`src/rtl/cu_multicycle.sv`:
```
// Multi-cycle RV32I-style control unit: FETCH/DECODE/EXEC/MEM/WB sequencing,
// memory-wait timeout, sticky halt causes and a retired-instruction counter.
module cu_multicycle #(
    parameter int unsigned MEM_WAIT_MAX = 15,
    parameter bit          SUPPORT_JUMP = 1'b1,
    parameter bit          SUPPORT_UI   = 1'b1
) (
    input  logic        clk,
    input  logic        rst_n,
    input  logic [31:0] inst,
    input  logic        mem_ready,
    output logic [2:0]  state,
    output logic        mem_req,
    output logic        mem_we,
    output logic        mem_is_fetch,
    output logic        ir_write,
    output logic        pc_write,
    output logic [1:0]  pc_src,
    output logic [1:0]  alu_src_a,
    output logic [1:0]  alu_src_b,
    output logic [1:0]  alu_op,
    output logic        reg_write,
    output logic [1:0]  mem_to_reg,
    output logic        branch,
    output logic        illegal,
    output logic        timeout,
    output logic [31:0] retired
);

    typedef enum logic [2:0] {
        S_FETCH  = 3'd0,
        S_DECODE = 3'd1,
        S_EXEC   = 3'd2,
        S_MEM    = 3'd3,
        S_WB     = 3'd4,
        S_HALT   = 3'd5
    } state_t;

    typedef enum logic [3:0] {
        C_ILLEGAL, C_SYSTEM, C_BRANCH, C_LOAD, C_STORE, C_JALR,
        C_JAL, C_ARITH_I, C_ARITH_R, C_AUIPC, C_LUI
    } cls_t;

    localparam logic [7:0] WAIT_LAST = 8'(MEM_WAIT_MAX - 1);

    state_t     st;
    cls_t       cls;
    cls_t       dec_cls;
    logic [7:0] wait_cnt;
    logic       unused_inst;

    assign state       = st;
    assign unused_inst = ^inst[31:7];

    always_comb begin
        dec_cls = C_ILLEGAL;
        if (inst[1:0] == 2'b11) begin
            case (inst[6:2])
                5'b11000: dec_cls = C_BRANCH;
                5'b00000: dec_cls = C_LOAD;
                5'b01000: dec_cls = C_STORE;
                5'b11001: if (SUPPORT_JUMP) dec_cls = C_JALR;
                5'b11011: if (SUPPORT_JUMP) dec_cls = C_JAL;
                5'b00100: dec_cls = C_ARITH_I;
                5'b01100: dec_cls = C_ARITH_R;
                5'b00101: if (SUPPORT_UI) dec_cls = C_AUIPC;
                5'b01101: if (SUPPORT_UI) dec_cls = C_LUI;
                5'b11100: dec_cls = C_SYSTEM;
                default:  dec_cls = C_ILLEGAL;
            endcase
        end
    end

    // A ready on the last permitted wait cycle still completes the request.
    always_ff @(posedge clk or negedge rst_n) begin
        if (!rst_n) begin
            st       <= S_FETCH;
            cls      <= C_ILLEGAL;
            wait_cnt <= '0;
            retired  <= '0;
            illegal  <= 1'b0;
            timeout  <= 1'b0;
        end else begin
            case (st)
                S_FETCH: begin
                    if (mem_ready) begin
                        st <= S_DECODE;
                    end else if (wait_cnt == WAIT_LAST) begin
                        st      <= S_HALT;
                        timeout <= 1'b1;
                    end else begin
                        wait_cnt <= wait_cnt + 8'd1;
                    end
                end
                S_DECODE: begin
                    cls <= dec_cls;
                    if (dec_cls == C_ILLEGAL) begin
                        st      <= S_HALT;
                        illegal <= 1'b1;
                    end else if (dec_cls == C_SYSTEM) begin
                        st <= S_HALT;
                    end else begin
                        st <= S_EXEC;
                    end
                end
                S_EXEC: begin
                    case (cls)
                        C_BRANCH: begin
                            st       <= S_FETCH;
                            wait_cnt <= '0;
                            retired  <= retired + 32'd1;
                        end
                        C_LOAD, C_STORE: begin
                            st       <= S_MEM;
                            wait_cnt <= '0;
                        end
                        default: st <= S_WB;
                    endcase
                end
                S_MEM: begin
                    if (mem_ready) begin
                        if (cls == C_STORE) begin
                            st       <= S_FETCH;
                            wait_cnt <= '0;
                            retired  <= retired + 32'd1;
                        end else begin
                            st <= S_WB;
                        end
                    end else if (wait_cnt == WAIT_LAST) begin
                        st      <= S_HALT;
                        timeout <= 1'b1;
                    end else begin
                        wait_cnt <= wait_cnt + 8'd1;
                    end
                end
                S_WB: begin
                    st       <= S_FETCH;
                    wait_cnt <= '0;
                    retired  <= retired + 32'd1;
                end
                S_HALT:  st <= S_HALT;
                default: st <= S_HALT;
            endcase
        end
    end

    // Strobes decode from state and latched class; reset masks them at once.
    always_comb begin
        mem_req      = 1'b0;
        mem_we       = 1'b0;
        mem_is_fetch = 1'b0;
        ir_write     = 1'b0;
        pc_write     = 1'b0;
        pc_src       = 2'b00;
        alu_src_a    = 2'b00;
        alu_src_b    = 2'b00;
        alu_op       = 2'b00;
        reg_write    = 1'b0;
        mem_to_reg   = 2'b00;
        branch       = 1'b0;
        if (rst_n) begin
            case (st)
                S_FETCH: begin
                    mem_req      = 1'b1;
                    mem_is_fetch = 1'b1;
                    ir_write     = mem_ready;
                    pc_write     = mem_ready;
                end
                S_EXEC: begin
                    case (cls)
                        C_ARITH_R: alu_op = 2'b10;
                        C_ARITH_I: begin
                            alu_src_b = 2'b01;
                            alu_op    = 2'b10;
                        end
                        C_LOAD, C_STORE: alu_src_b = 2'b01;
                        C_BRANCH: begin
                            alu_op   = 2'b01;
                            branch   = 1'b1;
                            pc_write = 1'b1;
                            pc_src   = 2'b01;
                        end
                        C_JAL: begin
                            pc_write = 1'b1;
                            pc_src   = 2'b10;
                        end
                        C_JALR: begin
                            alu_src_b = 2'b01;
                            pc_write  = 1'b1;
                            pc_src    = 2'b10;
                        end
                        C_LUI: begin
                            alu_src_a = 2'b10;
                            alu_src_b = 2'b01;
                        end
                        C_AUIPC: begin
                            alu_src_a = 2'b01;
                            alu_src_b = 2'b01;
                        end
                        default: ;
                    endcase
                end
                S_MEM: begin
                    mem_req = 1'b1;
                    mem_we  = (cls == C_STORE);
                end
                S_WB: begin
                    reg_write = 1'b1;
                    if (cls == C_LOAD)
                        mem_to_reg = 2'b01;
                    else if (cls == C_JAL || cls == C_JALR)
                        mem_to_reg = 2'b10;
                end
                default: ;
            endcase
        end
    end

endmodule

```
`config.mk`:
```
export PLATFORM = sky130hd
export DESIGN_NAME = cu_multicycle
export DESIGN_NICKNAME = d
export VERILOG_FILES = /design/src/rtl/cu_multicycle.sv
export SDC_FILE = /design/constraint.sdc
export NUM_CORES = 1
export LEC_CHECK = 0
export ABC_AREA = 1
export BUFFER_PORTS_ARGS = -buffer_cell sky130_fd_sc_hd__buf_2
export CAP_MARGIN = 20
export CORE_ASPECT_RATIO = 0.7
export CORE_MARGIN = 2
export CORE_UTILIZATION = 54
export DETAILED_ROUTE_END_ITERATION = 12
export HOLD_SLACK_MARGIN = 0.08
export MAX_ROUTING_LAYER = met4
export PLACE_DENSITY_LB_ADDON = 0.2
export SYNTH_ARGS = -nofsm -noshare
export SYNTH_HDL_FRONTEND = slang
export SYNTH_SLANG_ARGS = --single-unit
```
`constraint.sdc`:
```
create_clock -name clk -period 1.8 [get_ports clk]
set_input_delay 0.09 -clock clk [delete_from_list [all_inputs] [get_ports clk]]
set_output_delay 0.09 -clock clk [all_outputs]
set_load 0.01 [all_outputs]
```
==> impl_metrics.tcl, run 1 <==
set metrics [dict create \
    synthCells 570 \
    rr_startpoint "state[2]$_DFF_PN0_" \
    vdd_drop_max_v 0.000666 \
    cpMostUsedCell "nor2_2" \
    cp_max_fo 5 \
    endpoint "pc_write" \
    wl_per_cell_um 13.4 \
    io_buffers 62 \
    r2r-end "retired[10]$_DFFE_PN0P_" \
    slew_violations 0 \
    n_fill_cell 604 \
    track_usage_pct 28.8 \
    p_int_mw 2.15 \
    path_cells "nor2_2 > or2_2 > nor2_1 > inv_1 > nor2_2 > or3_1 > buf_2" \
    drt_pass1_iterations 5 \
    syn_area_um2 3550 \
    insertion_delay_ns 0.31 \
    clockPowerShare_pct 16.5 \
    hold_class "input pin to flop" \
    whs_ns 0.194 \
    io_pins 89 \
    grt_pass1_wl_um 16000 \
    synth_cell_types 34 \
    cp_slowest_cell "dfrtp_1" \
    start_util_pct 56.3 \
    setup_viol_count_final 0 \
    crit_buf_inv 2 \
    max_stage_delay_ns 0.44 \
    die_y_um 71.8 \
    numCtsBuffers 5 \
    syn-num-nets 608 \
    synth-async-reset-ratio_pct 100 \
    cellPowerDensity_nw_per_um2 954 \
    diodes 0 \
    seqPwrFrac_pct 38.5 \
    total_power_mw 3.95 \
    hpwl_um 7510 \
    hold_violations 0 \
    synth_ff_type "dfrtp_1" \
    worstSetupEndpointType "output pin" \
    netlist_top_cells_count "233 x nand2_1, 81 x nor2_1, 63 x inv_1, 49 x dfrtp_1, 32 x nand3_1" \
    gp_congestion 0.980 \
    synth_seq_area_share_pct 34.5 \
    worstHoldPathCells 4 \
    drtAntennaViolNets 0 \
    viasPerCell 5.26 \
    crit_family "simple AND/OR/NAND/NOR gates" \
    synth.area.top_cells "dfrtp_1 35%, nand2_1 25%, nor2_1 8.6%, inv_1 6.7%, nand3_1 4.5%" \
    clock-root-buffer "clkbuf_8" \
    drive_gt1_share_pct 17.4 \
    grt_pass1_vias 3288 \
    rows 24 \
    drt_wl_total_um 9750 \
    drc 0 \
    drt_iter0_markers 309 \
    run_status "finished clean" \
    ys_warn_count 0 \
    core_um2 6310 \
    htree_num_levels 2 \
    p_sw_mw 1.80 \
    reg2reg_depth 8 \
    dieArea_um2 7250 \
    layoutNonFillerInstCount 726 \
    rrSetupSlack_ns 0.12 \
    cts.clk_slew.worst_paths_ns 0.08 \
    finalClockSkew_ns 0.00970 \
    worstSetupStartpoint "cls[1]$_DFFE_PN0N_" \
    avgSynthCellArea_um2 6.23 \
    yosysMostFrequentCell "nand2_1" \
    finalSetupTns_ns 0 \
    power_leakage_nw 2.21 \
    rsz0062_at_grt "yes" \
    cts_tree "yes" \
    swShare_pct 45.6 \
    area_growth_pct 16.7 \
    synth_seq_cells 49 \
    grt_max_degree 30 \
    die_x_um 101 \
    fin_crit_sh_pct 99.5 \
    vias 3816 \
    synth_edf_count 0 \
    grt_antenna_before_repair 0 \
    critPathKind "flop to output pin" \
    nNetsFinal 685 \
    fin_crit_ns 1.79 \
    worstPathArrival_ns 1.70 \
    synth_top_area_share_pct 34.5 \
    p_comb_share_pct 45.0 \
    yosysTopAreaCell "dfrtp_1" \
    grt_overflow 0 \
    cp_data_required_time_ns 1.71 \
    start_kind "flop" \
    maxCapViolCount 0 \
    clock_path_buffers 2 \
    fmax_ghz 0.558 \
    path_depth 7 \
    numClockSinks 49 \
    dp.cells 715 \
]
[worst reg2reg max path: cells and delay by family, from the launching register on]
kind	cells	cell delay (ns)
flops	1	0.45
simple gates	5	0.60
xor+xnor	1	0.15
buf+inv	2	0.39
[routing by layer]
metal	GRT usage, %	wire length (µm)
met1	46.2	5130
met2	37.6	3780
met3	4.68	734
met4	6.16	95
met5	-	0
[per-stage QoR]
| step | instance area [µm²] | utilization (%) | setup slack (ns) |
|---|---|---|---|
| finish | 4140 | 65.7 | 0.00843 |
| global route | 4140 | 65.7 | -0.120 |
| CTS | 4100 | 64.9 | 0.0161 |
| detailed placement | 4010 | 63.5 | 0.131 |
| global placement | 4010 | 63.5 | 0.166 |
| floorplan | 3550 | - | 0.316 |
[flip-flops by register name, summed over array words and instances (netlist names)]
signal and flops:
retired 32, wait_cnt 8, cls 4, state 3
illegal 1, timeout 1
[power by group through the flow]
stage / combinational [mW] / sequential, mW / clock, mW
2_1_floorplan: 1.18 / 1.52 / 0
3_3_place_gp: 1.68 / 1.51 / 0
3_5_place_dp: 1.72 / 1.52 / 0
4_1_cts: 1.73 / 1.50 / 0.660
5_1_grt: 1.98 / 1.56 / 0.703
6_report: 1.78 / 1.52 / 0.653
[what timing repair did]
item,in CTS,in global routing
resized for setup,0,13
setup buffers,0,2
setup endpoints to repair,0,21
hold endpoints to repair,49,0
hold buffers,1,0
[kinds of logic (layout without fill, tap and decap cells)]
group / after synthesis / in the layout / share of synthesized area, %
buf+inv: 77 / 155 / 9.24
flops: 49 / 49 / 34.5
other cells: 1 / 1 / 0.106
xor+xnor: 14 / 14 / 3.45
compound gates: 31 / 31 / 4.79
fa+ha+maj: 3 / 3 / 1.06
simple gates: 395 / 395 / 46.8
[cells in the final DEF, fill, tap and decap left out, types with 2 or more instances in the layout]
| cell type | count |
|---|---|
| nand2_1 | 233 |
| nor2_1 | 74 |
| inv_1 | 63 |
| buf_2 | 62 |
| dfrtp_1 | 46 |
| nand3_1 | 32 |
| o21ai_0 | 19 |
| nor3_1 | 19 |
| buf_4 | 15 |
| xor2_1 | 13 |
| nand4_1 | 8 |
| nand3b_1 | 8 |
| nor2_2 | 7 |
| clkbuf_8 | 5 |
| inv_2 | 4 |
| a21oi_1 | 4 |
| nand2_2 | 3 |
| o21ai_1 | 3 |
| clkbuf_1 | 3 |
| dfrtp_2 | 3 |
| o211ai_1 | 2 |
| or2_2 | 2 |
| nand3_2 | 2 |
| nor2_4 | 2 |
| ha_1 | 2 |
[cell type report]
type / instances / area [µm²] / area share [%]
timing repair buffer: 79 / 453 / 10.9
clock buffer: 8 / 80.1 / 1.93
multi-input combinational: 444 / 2030 / 48.9
inverter: 68 / 258 / 6.22
sequential: 49 / 1230 / 29.7
tap: 78 / 97.6 / 2.36
[how the worst min path moves through the flow]
stage / start / endpoint
after floorplan: rst_n / cls[0]$_DFFE_PN0N_
after global placement: rst_n / cls[1]$_DFFE_PN0N_
after detailed placement: rst_n / cls[1]$_DFFE_PN0N_
after CTS: inst[1] / cls[0]$_DFFE_PN0N_
after global routing: inst[1] / cls[3]$_DFFE_PN0N_
final: inst[1] / cls[3]$_DFFE_PN0N_
Note: power is estimated with default switching activity, not from simulation.
==> run 2, diff against run 1 <==
Clock period 1.8 ns to 1.7 ns, I/O delays scaled along.
==> run 2 against run 1 <==
Effect of this change:
- count of clock-buffer cells in the layout shrank 2
- cell area grew 4.3%
- sequential power is 6% higher
- global-route usage rose by 1.7 points
- setup slack got worse by 0.0052 ns
- core utilization up 2.9 points
- largest power group unchanged
- critical path type unchanged
- combinational power rose by 21%
- largest cell class unchanged
- clock power is 7.0% higher
- power grew 13%
- critical endpoint unchanged
- via count increased by 1.6%
- die area unchanged
- flip-flop and latch count is the same
==> impl_metrics.tcl, run 2 (same netlist as run 1, synthesis figures left out) <==
set metrics [dict create \
    layoutNonFillerInstCount 739 \
    area_growth_pct 21.8 \
    drt_pass1_iterations 6 \
    drc 0 \
    run_status "finished clean" \
    wl_per_cell_um 13.7 \
    io_buffers 62 \
    power_leakage_nw 2.27 \
    worstSetupEndpointType "output pin" \
    maxCapViolCount 0 \
    worstSetupStartpoint "state[0]$_DFF_PN0_" \
    worstHoldPathCells 4 \
    viasPerCell 5.25 \
    numCtsBuffers 5 \
    worstPathArrival_ns 1.61 \
    clock_path_buffers 2 \
    cp_data_required_time_ns 1.62 \
    grt_pass1_vias 3498 \
    diodes 0 \
    slew_violations 0 \
    final_area_um2 4320 \
    finalClockSkew_ns 0.0130 \
    core_um2 6310 \
    cellPowerDensity_nw_per_um2 1030 \
    grt_pass1_wl_um 17000 \
    rr_startpoint "state[0]$_DFF_PN0_" \
    die_x_um 101 \
    placed_area_um2 4070 \
    numClockSinks 49 \
    rows 24 \
    fin_crit_sh_pct 99.8 \
    vdd_drop_max_v 0.000505 \
    gp_congestion 1.01 \
    setup_viol_count_final 0 \
    grt_max_degree 30 \
    largest_registers "retired: 32 flops, wait_cnt: 8 flops, cls: 4 flops" \
    hold_class "input pin to flop" \
    start_util_pct 56.3 \
    fin_crit_ns 1.70 \
    top_register "retired" \
    whs_ns 0.174 \
    track_usage_pct 30.5 \
    n_fill_cell 569 \
    dieArea_um2 7250 \
    start_kind "flop" \
    vias 3878 \
    drtAntennaViolNets 0 \
    cts.clk_slew.worst_paths_ns 0.08 \
    critPathKind "flop to output pin" \
    mostFrequentLayoutCells "231 x nand2_1, 64 x nor2_1, 62 x buf_2" \
    reg2reg_depth 9 \
    dp.cells 725 \
    nNetsFinal 698 \
    hpwl_um 7730 \
    final_common_cell "nand2_1" \
    hp-start "inst[1]" \
    cts_tree "yes" \
    drt_wl_total_um 10100 \
    die_y_um 71.8 \
    clock-root-buffer "clkbuf_8" \
    grt_overflow 0 \
    hold_violations 0 \
    htree_num_levels 2 \
    insertion_delay_ns 0.31 \
    rrSetupSlack_ns 0.08 \
    fmax_ghz 0.589 \
    drt_iter0_markers 350 \
    largest_reg_flops 32 \
    drive_gt1_share_pct 23.3 \
    cp_max_fo 6 \
    rsz0062_at_grt "yes" \
    grt_antenna_before_repair 0 \
    io_pins 89 \
]
==> run 2: power by group <==
group | switching, mW | internal, mW | leakage (nW)
Combinational | 1.36 | 0.798 | 1.58
Clock | 0.412 | 0.287 | 0.0450
Sequential | 0.252 | 1.36 | 0.648
==> run 2: layout make-up <==
type                            instances  area, µm²  share of cell area, %
Clock buffer                            6       72.6                   1.68
Clock inverter                          2       10.0                  0.231
Inverter                               68        263                   6.08
Multi-Input combinational cell        444       2100                   48.6
Sequential cell                        49       1240                   28.6
Tap cell                               78       97.6                   2.26
Timing Repair Buffer                   92        542                   12.5
==> run 2: critical path, cell delays in order, from the launching register on <==
cell     delay [ns]
dfrtp_2        0.47
nor2_4         0.06
inv_2          0.09
nor2_2         0.04
nand2_1        0.08
nor2_1         0.07
or3_1          0.36
buf_2          0.14
==> run 2: path summary, 6_finish.rpt <==
check / end
setup reg to reg: retired[2]$_DFFE_PN0P_
max in group asynchronous: retired[0]$_DFFE_PN0P_
min in group asynchronous: retired[16]$_DFFE_PN0P_
hold reg to reg: illegal$_DFFE_PN0P_
hold / removal: cls[3]$_DFFE_PN0N_
setup / recovery: pc_write
==> run 2: through the flow <==
step	setup WS (ns)	setup TNS, ns	power (mW)	util [%]
floorplan	0.216	0	2.86	-
global placement	0.106	0	3.48	64.5
detailed placement	0.0351	0	3.54	64.5
CTS	0.00400	0	4.32	66.7
global route	-0.0664	-0.208	4.82	68.6
finish	0.00326	0	4.47	68.6
==> run 2: what timing repair did <==
action | 4_1_cts | 5_1_grt
resized for setup | 7 | 41
setup endpoints to repair | 5 | 39
pin swaps | 1 | 7
endpoints found under the hold margin | 49 | 0
setup buffers | 4 | 1
hold buffers | 1 | 0
==> run 2: layer usage <==
layer  routed length [µm]  vias to the layer above  track usage [%]  part of all wire, %
li1                     -                     1953                -                    -
met1                 5050                     1766             48.3                   50
met2                 4120                      150             41.7                   41
met3                  873                        9             4.39                  8.6
met4                   56                        0             4.50                 0.55
met5                    0                        -                -                    0
